File: src/rtl/cordic_dir_encoder_if.sv
// Job handshake and cell-0 output bundle for the CORDIC direction encoder.
// The slave modport is the encoder side, and the master modport is the requester/consumer side.
interface cordic_dir_encoder_if #(
    parameter int ITER = 11,
    parameter int AW   = 16,
    parameter int DW   = 16
);
    logic                 in_valid;
    logic                 in_ready;
    logic signed [AW-1:0] angle;
    logic [DW-1:0]        x_in;
    logic [DW-1:0]        y_in;
    logic                 out_valid;
    logic [ITER-1:0]      index_cor;
    logic [DW-1:0]        XM;
    logic [DW-1:0]        YM;
    logic [DW-1:0]        XR;
    logic [DW-1:0]        YR;
    logic [AW-1:0]        z_res;
    logic                 out_clamped;

    modport slave (
        input  in_valid, angle, x_in, y_in,
        output in_ready, out_valid, index_cor, XM, YM, XR, YR, z_res, out_clamped
    );

    modport master (
        output in_valid, angle, x_in, y_in,
        input  in_ready, out_valid, index_cor, XM, YM, XR, YR, z_res, out_clamped
    );
endinterface

File: src/rtl/cordic_dir_encoder.sv
// Front end of the CORDIC rotation pipeline. It resolves one rotation-direction bit per cycle
// from the target angle, then presents the bits with the initial vector to cell 0.
module cordic_dir_encoder #(
    parameter int ITER = 11,
    parameter int AW   = 16,
    parameter int DW   = 16
) (
    input logic                 clk,
    input logic                 reset,
    cordic_dir_encoder_if.slave bus
);
    localparam int CW = $clog2(ITER);
    localparam logic signed [AW-1:0] ANG_MAX = AW'(12868);
    localparam logic signed [AW-1:0] ANG_MIN = -ANG_MAX;

    typedef enum logic [1:0] {S_IDLE, S_ITER, S_DONE} state_t;

    state_t               state_q;
    logic [CW-1:0]        cnt_q;
    logic signed [AW-1:0] z_q;
    logic [ITER-1:0]      bits_q;
    logic [DW-1:0]        xWork_q, yWork_q;
    logic                 clampWork_q;
    logic                 outValid_q;
    logic [ITER-1:0]      indexCor_q;
    logic [DW-1:0]        xOut_q, yOut_q;
    logic [AW-1:0]        zRes_q;
    logic                 clamped_q;

    logic signed [AW-1:0] angleSat_d;
    logic                 clampHit_d;
    logic signed [AW-1:0] atan_d;
    logic signed [AW-1:0] zNext_d;
    logic [ITER-1:0]      bitsNext_d;

    // arctan(2^-i) in Q3.13 radians
    always_comb begin
        atan_d = '0;
        case (cnt_q)
            4'd0:    atan_d = AW'(6434);
            4'd1:    atan_d = AW'(3798);
            4'd2:    atan_d = AW'(2007);
            4'd3:    atan_d = AW'(1019);
            4'd4:    atan_d = AW'(511);
            4'd5:    atan_d = AW'(256);
            4'd6:    atan_d = AW'(128);
            4'd7:    atan_d = AW'(64);
            4'd8:    atan_d = AW'(32);
            4'd9:    atan_d = AW'(16);
            4'd10:   atan_d = AW'(8);
            default: atan_d = '0;
        endcase
    end

    // Saturating to +/-pi/2 keeps every later add/subtract inside 16 bits
    always_comb begin
        angleSat_d = bus.angle;
        clampHit_d = 1'b0;
        if (bus.angle > ANG_MAX) begin
            angleSat_d = ANG_MAX;
            clampHit_d = 1'b1;
        end else if (bus.angle < ANG_MIN) begin
            angleSat_d = ANG_MIN;
            clampHit_d = 1'b1;
        end
        bitsNext_d         = bits_q;
        bitsNext_d[cnt_q]  = ~z_q[AW-1];
        zNext_d            = z_q[AW-1] ? (z_q + atan_d) : (z_q - atan_d);
    end

    // Output registers load only on the final iteration, so the chain never sees partial work
    always_ff @(posedge clk or negedge reset) begin
        if (!reset) begin
            state_q     <= S_IDLE;
            cnt_q       <= '0;
            z_q         <= '0;
            bits_q      <= '0;
            xWork_q     <= '0;
            yWork_q     <= '0;
            clampWork_q <= 1'b0;
            outValid_q  <= 1'b0;
            indexCor_q  <= '0;
            xOut_q      <= '0;
            yOut_q      <= '0;
            zRes_q      <= '0;
            clamped_q   <= 1'b0;
        end else begin
            outValid_q <= 1'b0;
            unique case (state_q)
                S_IDLE: begin
                    if (bus.in_valid) begin
                        xWork_q     <= bus.x_in;
                        yWork_q     <= bus.y_in;
                        z_q         <= angleSat_d;
                        clampWork_q <= clampHit_d;
                        bits_q      <= '0;
                        cnt_q       <= '0;
                        state_q     <= S_ITER;
                    end
                end
                S_ITER: begin
                    z_q    <= zNext_d;
                    bits_q <= bitsNext_d;
                    cnt_q  <= cnt_q + CW'(1);
                    if (cnt_q == CW'(ITER - 1)) begin
                        state_q    <= S_DONE;
                        outValid_q <= 1'b1;
                        indexCor_q <= bitsNext_d;
                        zRes_q     <= zNext_d;
                        xOut_q     <= xWork_q;
                        yOut_q     <= yWork_q;
                        clamped_q  <= clampWork_q;
                    end
                end
                S_DONE:  state_q <= S_IDLE;
                default: state_q <= S_IDLE;
            endcase
        end
    end

    assign bus.in_ready    = (state_q == S_IDLE);
    assign bus.out_valid   = outValid_q;
    assign bus.index_cor   = indexCor_q;
    assign bus.XM          = xOut_q;
    assign bus.YM          = yOut_q;
    assign bus.XR          = xOut_q;
    assign bus.YR          = yOut_q;
    assign bus.z_res       = zRes_q;
    assign bus.out_clamped = clamped_q;
endmodule

File: src/flat_wrapper.sv
// flat-port wrapper written by rule: the top's interface ports become plain ports
module cordic_dir_encoder_flat 
#(
    parameter int ITER = 11,
    parameter int AW   = 16,
    parameter int DW   = 16
)
  (clk, reset, bus_in_valid, bus_angle, bus_x_in, bus_y_in, bus_in_ready, bus_out_valid, bus_index_cor, bus_XM, bus_YM, bus_XR, bus_YR, bus_z_res, bus_out_clamped);
  cordic_dir_encoder_if #(.ITER(ITER), .AW(AW), .DW(DW)) bus_i ();
  input logic clk;
  input logic reset;
  input wire logic [$bits(bus_i.in_valid)-1:0] bus_in_valid;
  input wire logic [$bits(bus_i.angle)-1:0] bus_angle;
  input wire logic [$bits(bus_i.x_in)-1:0] bus_x_in;
  input wire logic [$bits(bus_i.y_in)-1:0] bus_y_in;
  output wire logic [$bits(bus_i.in_ready)-1:0] bus_in_ready;
  output wire logic [$bits(bus_i.out_valid)-1:0] bus_out_valid;
  output wire logic [$bits(bus_i.index_cor)-1:0] bus_index_cor;
  output wire logic [$bits(bus_i.XM)-1:0] bus_XM;
  output wire logic [$bits(bus_i.YM)-1:0] bus_YM;
  output wire logic [$bits(bus_i.XR)-1:0] bus_XR;
  output wire logic [$bits(bus_i.YR)-1:0] bus_YR;
  output wire logic [$bits(bus_i.z_res)-1:0] bus_z_res;
  output wire logic [$bits(bus_i.out_clamped)-1:0] bus_out_clamped;
  assign bus_i.in_valid = bus_in_valid;
  assign bus_i.angle = bus_angle;
  assign bus_i.x_in = bus_x_in;
  assign bus_i.y_in = bus_y_in;
  assign bus_in_ready = bus_i.in_ready;
  assign bus_out_valid = bus_i.out_valid;
  assign bus_index_cor = bus_i.index_cor;
  assign bus_XM = bus_i.XM;
  assign bus_YM = bus_i.YM;
  assign bus_XR = bus_i.XR;
  assign bus_YR = bus_i.YR;
  assign bus_z_res = bus_i.z_res;
  assign bus_out_clamped = bus_i.out_clamped;
  cordic_dir_encoder #(.ITER(ITER), .AW(AW), .DW(DW)) u_core (.clk(clk), .reset(reset), .bus(bus_i));
endmodule
File: config.mk
export PLATFORM = sky130hd
export DESIGN_NAME = cordic_dir_encoder_flat
export DESIGN_NICKNAME = d
export VERILOG_FILES = /design/src/rtl/cordic_dir_encoder_if.sv /design/src/rtl/cordic_dir_encoder.sv /design/src/flat_wrapper.sv
export SDC_FILE = /design/constraint.sdc
export NUM_CORES = 1
export LEC_CHECK = 0
export CAP_MARGIN = 0
export CORE_ASPECT_RATIO = 0.8
export CORE_MARGIN = 2
export CORE_UTILIZATION = 30
export CTS_CLUSTER_SIZE = 25
export DETAILED_ROUTE_END_ITERATION = 6
export HOLD_SLACK_MARGIN = 0.08
export PLACE_DENSITY_LB_ADDON = 0.25
export SETUP_SLACK_MARGIN = 0.2
export SYNTH_ARGS = -nofsm -noshare
export SYNTH_HDL_FRONTEND = slang
export SYNTH_SLANG_ARGS = --single-unit
File: constraint.sdc
create_clock -name clk -period 9.4 [get_ports clk]
set_clock_uncertainty 0.1 [all_clocks]
set_input_delay 1.41 -clock clk [delete_from_list [all_inputs] [get_ports clk]]
set_output_delay 1.41 -clock clk [all_outputs]
set_load 0.05 [all_outputs]
==> results.yml, run 1 <==
outcome:
  status: "finished, final reports clean"
routing:
  drtPass1Iterations: 5
  drt.antenna.violating_nets: 0
  avgViaCountPerCell: 4.67
  wire_per_inst_microns: 15.3
  drt-initial-drc-count: 378
  vias: 5598
  remaining_drc_errors: 0
  routed_wl_microns: 18300
yosys:
  dominantRegCellSynth: "dfrtp_1"
  synth.area.top_cells: "dfrtp_1 47%, nand2_1 15%, ha_1 4.9%"
  syn-cell-area_sq_um: 6670
  synth.distinct_cells: 56
  synth_edf_count: 0
  async_reset_ff_share_pct: 100
  ys_seq_elements: 126
  synth_top_cell_by_area: "dfrtp_1"
  yosysWarnings: 0
  syn_inst: 791
  synth.most_common_cell: "nand2_1"
  yosysSeqAreaShare_pct: 47.3
  synthTopCellsByCount: "275 x nand2_1, 126 x dfrtp_1, 57 x a21oi_1"
  synthesis.nets: 869
  synth_top_cell_area_share_pct: 47.3
  syn_avg_cell_area_sq_um: 8.43
clock_tree:
  cts.path.max_buffers: 2
  hold_buffers: 0
  cts_root_buffer: "clkbuf_16"
  clkTransAtPathRegs_ps: 60
  cts_setup_buffers: 0
  cts_max_level: 4
  cts_tree: "yes"
  cts.sinks: 126
  clkLatencyLatePin_ps: 420
  cts_resized: 0
  numCtsBuffers: 17
sta:
  setup_violations: 0
  tightest_slew_ps: 1020
  min_period_over_period_pct: 47.1
  relSlewSlack_pct: 31.8
  whs_ps: 361
  min_period_ps: 4430
  finalHoldViolations: 0
  rsz0062_at_grt: "false"
  fmax_mhz: 226
  final_max_slew_viol_count: 0
  fin_tns_setup_ps: 0
finish:
  fin_nets: 963
  fillCellCount: 2239
  syn2layout_area_growth_pct: 30.5
  n_antenna_cell: 0
  finalCoreUtilization_pct: 40.1
  drive_above_1_share_pct: 5.46
worst_setup_path:
  crit_arrival_ps: 4630
  worstSetupEndpointType: "flip-flop"
  start_kind: "flip-flop"
  critPathMaxFanout: 15
  cp.required_ps: 9600
  critical_path_class: "flip-flop to flip-flop"
min_path:
  hold_path.class: "flip-flop to flip-flop"
grt:
  grt_usage_pct: 16.1
  antenna_found_initial: 0
  grt_max_degree: 78
  grt-ovfl-total: 0
  grt_pass1_vias: 5368
  grt_pass1_wl_microns: 29700
floorplan:
  initial_utilization_pct: 30.7
  dieArea_sq_um: 23400
  fp.dieW_microns: 171
  die_h_microns: 137
  coreArea_sq_um: 21700
  std_cell_rows: 48
  ios: 145
place:
  port_buffers: 144
  gp_congestion: 0.870
  dp_hpwl_microns: 12500
job:
  drv_cap: 0
state kept, by name, summed over array words and instances, names as in the netlist, 2 cells and up:
register	cells
u_core.state_q	2
u_core.cnt_q	4
u_core.bus.YM	16
u_core.bus.index_cor	11
u_core.bus.XM	16
u_core.yWork_q	16
u_core.bus.z_res	16
u_core.xWork_q	16
u_core.z_q	16
u_core.bits_q	10
layout make-up:
| cell class | instances | area (sq um) | area share, % |
|---|---|---|---|
| Sequential cell | 126 | 3150 | 36.3 |
| Inverter | 12 | 45.0 | 0.518 |
| Multi-Input combinational cell | 579 | 3060 | 35.2 |
| Clock inverter | 12 | 136 | 1.57 |
| Timing Repair Buffer | 149 | 1480 | 17.0 |
| Clock buffer | 20 | 447 | 5.14 |
| Tap cell | 300 | 375 | 4.32 |
placed cells by master (no fill, tap or decap), drive strengths merged, types with 2 or more instances in the layout:
cell           synthesis  routed
mux2i                  2       2
xnor2                 14      14
or3                    2       2
clkinvlp               0       3
xor2                   9       9
o22ai                  3       3
mux2                   2       2
a21oi                 57      57
nor3                   8       8
a2bb2oi                2       2
a31oi                  2       2
o211ai                 3       3
ha                    26      26
a211oi                 2       2
clkinv                 0       4
or2                    3       3
nor2b                  4       4
inv                   12      15
nand4                  6       6
nand3                  8       8
and2                   7       7
buf                   46       6
a22oi                  2       2
clkbuf                28      20
nor2                  37      37
o21a                   3       3
nand2                275     275
nor3b                  3       3
o32ai                  2       2
a21o                   8       8
bufinv                 0       2
o21ai                 61      61
o31ai                  7       7
clkdlybuf4s50          0     143
dfrtp                126     126
metrics by stage:
stage / worst slack, ps / std cells / cell area (sq um)
after global routing: 4590 / 1198 / 8700
after floorplan: 5730 / 791 / 6670
after CTS: 5050 / 1198 / 8700
after detailed placement: 5070 / 1166 / 8110
final: 4970 / 1198 / 8700
after global placement: 5220 / 1166 / 8110
logic make-up (layout without fill, tap and decap cells):
logic type	Yosys count	in the layout	share of synthesized area, %
AND/OR/NAND/NOR	358	358	21.8
AO/OA/AOI/OAI	167	167	15.1
flip-flops	126	126	47.3
buffers and inverters	86	193	6.98
adder cells (fa/ha/maj)	27	27	5.18
XOR/XNOR	23	23	3.02
multiplexers	4	4	0.638
metal layers:
| layer | global-route usage [%] | wire, microns | part of all wire, % | up-vias |
|---|---|---|---|---|
| met1 | 25.0 | 9830 | 54 | 2655 |
| met3 | 3.68 | 951 | 5.2 | 12 |
| met2 | 22.1 | 7390 | 40 | 138 |
| met4 | 4.27 | 172 | 0.94 | 0 |
| met5 | 0 | 0 | 0 | - |
| li1 | - | - | - | 2793 |
worst max-delay path, cell delays in order (launching register included):
cell,delay [ps]
dfrtp_1,460
inv_1,160
ha_1,390
o21ai_0,420
ha_1,240
nor3b_1,230
nor2b_1,250
a21oi_1,110
xnor2_1,160
ha_1,350
and2_1,210
a221oi_1,580
a21oi_1,190
o21a_1,230
o32ai_1,220
path summary, 6_finish.rpt:
check / start / end / slack [ps] / cells after the start
max: u_core.cnt_q[1]$_DFFE_PN0P_ / u_core.z_q[12]$_DFFE_PN0P_ / 4970 / 14
min: u_core.xWork_q[11]$_DFFE_PN0P_ / u_core.bus.XM[11]$_DFFE_PN0P_ / 360 / 2
max reg2reg: u_core.cnt_q[1]$_DFFE_PN0P_ / u_core.z_q[12]$_DFFE_PN0P_ / 4970 / 14
min reg2reg: u_core.xWork_q[11]$_DFFE_PN0P_ / u_core.bus.XM[11]$_DFFE_PN0P_ / 360 / 2
max in group asynchronous: reset / u_core.bus.index_cor[8]$_DFFE_PN0P_ / 6840 / 2
min in group asynchronous: reset / u_core.yWork_q[10]$_DFFE_PN0P_ / 1020 / 1
Power of run 1 is not shown: default switching activity piles up to over one toggle a cycle in this logic, so the estimate is an artifact.
==> run 2: changes to the inputs <==
clock period = 4.53 ns   (was 9.4 ns; I/O delays follow)
==> run 2 against run 1 <==
Worst setup slack worse by 4500 ps. Design area up 1.1%. Count of clock-buffer cells in the layout unchanged. Register-to-register slack worse by 4500 ps. Hold slack worse by 130 ps. Wire length up 3.6%. Global-route usage up 0.52 points. Critical path type unchanged. Largest cell class unchanged.
==> results.yml, run 2 (same netlist as run 1, synthesis figures left out) <==
finish:
  fin_nets: 972
  fillCellCount: 2179
  layout.cells.non_filler: 1207
  drive_above_1_share_pct: 6.73
  most-common-layout-cells: "275 x nand2_1, 143 x clkdlybuf4s50_1, 126 x dfrtp_1"
  final_common_cell: "nand2_1"
  syn2layout_area_growth_pct: 31.9
  n_antenna_cell: 0
clock_tree:
  cts_resized: 0
  clkTransAtPathRegs_ps: 60
  cts_setup_buffers: 0
  cts_max_level: 4
  cts.path.max_buffers: 2
  hold_buffers: 0
  cts.sinks: 126
  cts_tree: "yes"
  numCtsBuffers: 17
  clkLatencyLatePin_ps: 410
  cts_root_buffer: "clkbuf_16"
floorplan:
  std_cell_rows: 48
  die_h_microns: 137
  dieArea_sq_um: 23400
  ios: 145
  fp.dieW_microns: 171
  initial_utilization_pct: 30.7
  coreArea_sq_um: 21700
worst_setup_path:
  crit_arrival_ps: 4210
  rrSetupSlack_ps: 500
  cp.required_ps: 4710
  worstSetupEndpointType: "flip-flop"
  critPathMaxFanout: 8
  critical_path_class: "flip-flop to flip-flop"
  reg2regPathDepth: 16
  start_kind: "flip-flop"
routing:
  drt.antenna.violating_nets: 0
  routed_wl_microns: 19000
  remaining_drc_errors: 0
  avgViaCountPerCell: 4.71
  drtPass1Iterations: 5
  wire_per_inst_microns: 15.7
  vias: 5688
  drt-initial-drc-count: 341
outcome:
  status: "finished, final reports clean"
grt:
  antenna_found_initial: 0
  grt-ovfl-total: 0
  grt_pass1_vias: 5379
  grt_pass1_wl_microns: 30300
  grt_usage_pct: 16.6
  grt_max_degree: 78
sta:
  setup_violations: 0
  final_max_slew_viol_count: 0
  tightest_slew_ps: 813
  min_period_over_period_pct: 88.9
  fmax_mhz: 248
  relSlewSlack_pct: 45.8
  fin_tns_setup_ps: 0
  rsz0062_at_grt: "false"
  finalHoldViolations: 0
  min_period_ps: 4030
min_path:
  hold_path.class: "input pin to async pin"
place:
  dp_hpwl_microns: 13400
  port_buffers: 144
  dp.cells: 1175
  gp_congestion: 0.879
job:
  drv_cap: 0
run 2: path summary, 6_finish.rpt:
| check | start | to |
|---|---|---|
| max reg2reg | u_core.cnt_q[1]$_DFFE_PN0P_ | u_core.z_q[15]$_DFFE_PN0P_ |
| max in group asynchronous | reset | u_core.z_q[0]$_DFFE_PN0P_ |
| max | u_core.cnt_q[1]$_DFFE_PN0P_ | u_core.z_q[15]$_DFFE_PN0P_ |
| min in group clk | u_core.yWork_q[13]$_DFFE_PN0P_ | u_core.bus.YM[13]$_DFFE_PN0P_ |
| min reg2reg | u_core.yWork_q[13]$_DFFE_PN0P_ | u_core.bus.YM[13]$_DFFE_PN0P_ |
| min | reset | u_core.bus.YM[8]$_DFFE_PN0P_ |
run 2: per-stage QoR:
| stage | hold WS, ps | worst slack (ps) | area [sq um] | utilization [%] |
|---|---|---|---|---|
| 2_1_floorplan | 284 | 861 | 6670 | - |
| 3_3_place_gp | 345 | 595 | 8180 | 37.7 |
| 3_5_place_dp | 349 | 467 | 8180 | 37.7 |
| 5_1_grt | 277 | 196 | 8790 | 40.5 |
| 6_report | 233 | 502 | 8790 | 40.5 |
| 4_1_cts | 246 | 446 | 8760 | 40.4 |
run 2: per-layer routing:
layer  vias to the layer above  global-route usage [%]  wire, microns
met5                         -                       0              0
met4                         0                    3.66            123
met3                        11                    3.88           1260
met2                       176                    23.6           7860
met1                      2682                    25.4           9750
li1                       2819                       -              -
run 2: cell type report:
class	instances	area (sq um)	area share, %
Clock buffer	20	447	5.08
Clock inverter	12	138	1.57
Inverter	12	45.0	0.512
Multi-Input combinational cell	579	3090	35.1
Sequential cell	126	3150	35.9
Tap cell	300	375	4.27
Timing Repair Buffer	158	1540	17.6
run 2: critical path: stages, from the launching register on:
cell and delay (ps):
dfrtp_1 440, inv_1 190, ha_1 360, nand2_1 120
a21o_1 200, ha_1 190, nor3b_1 150, nor2b_2 190
a31o_2 290, xor2_1 170, ha_1 410, nand2_1 110
o21ai_0 230, a21oi_2 80, o31ai_1 400, xnor2_1 170
a21oi_1 80
Power of run 2 is left out for the same reason.
==> run 3: changes to the inputs <==
CAP_MARGIN = 20   (was 0)
SKIP_LAST_GASP = 1   (was not set)
==> results of run 3 <==
Final layout, timing and power as in run 2 (identical DEF).
Power of run 3 is left out for the same reason.
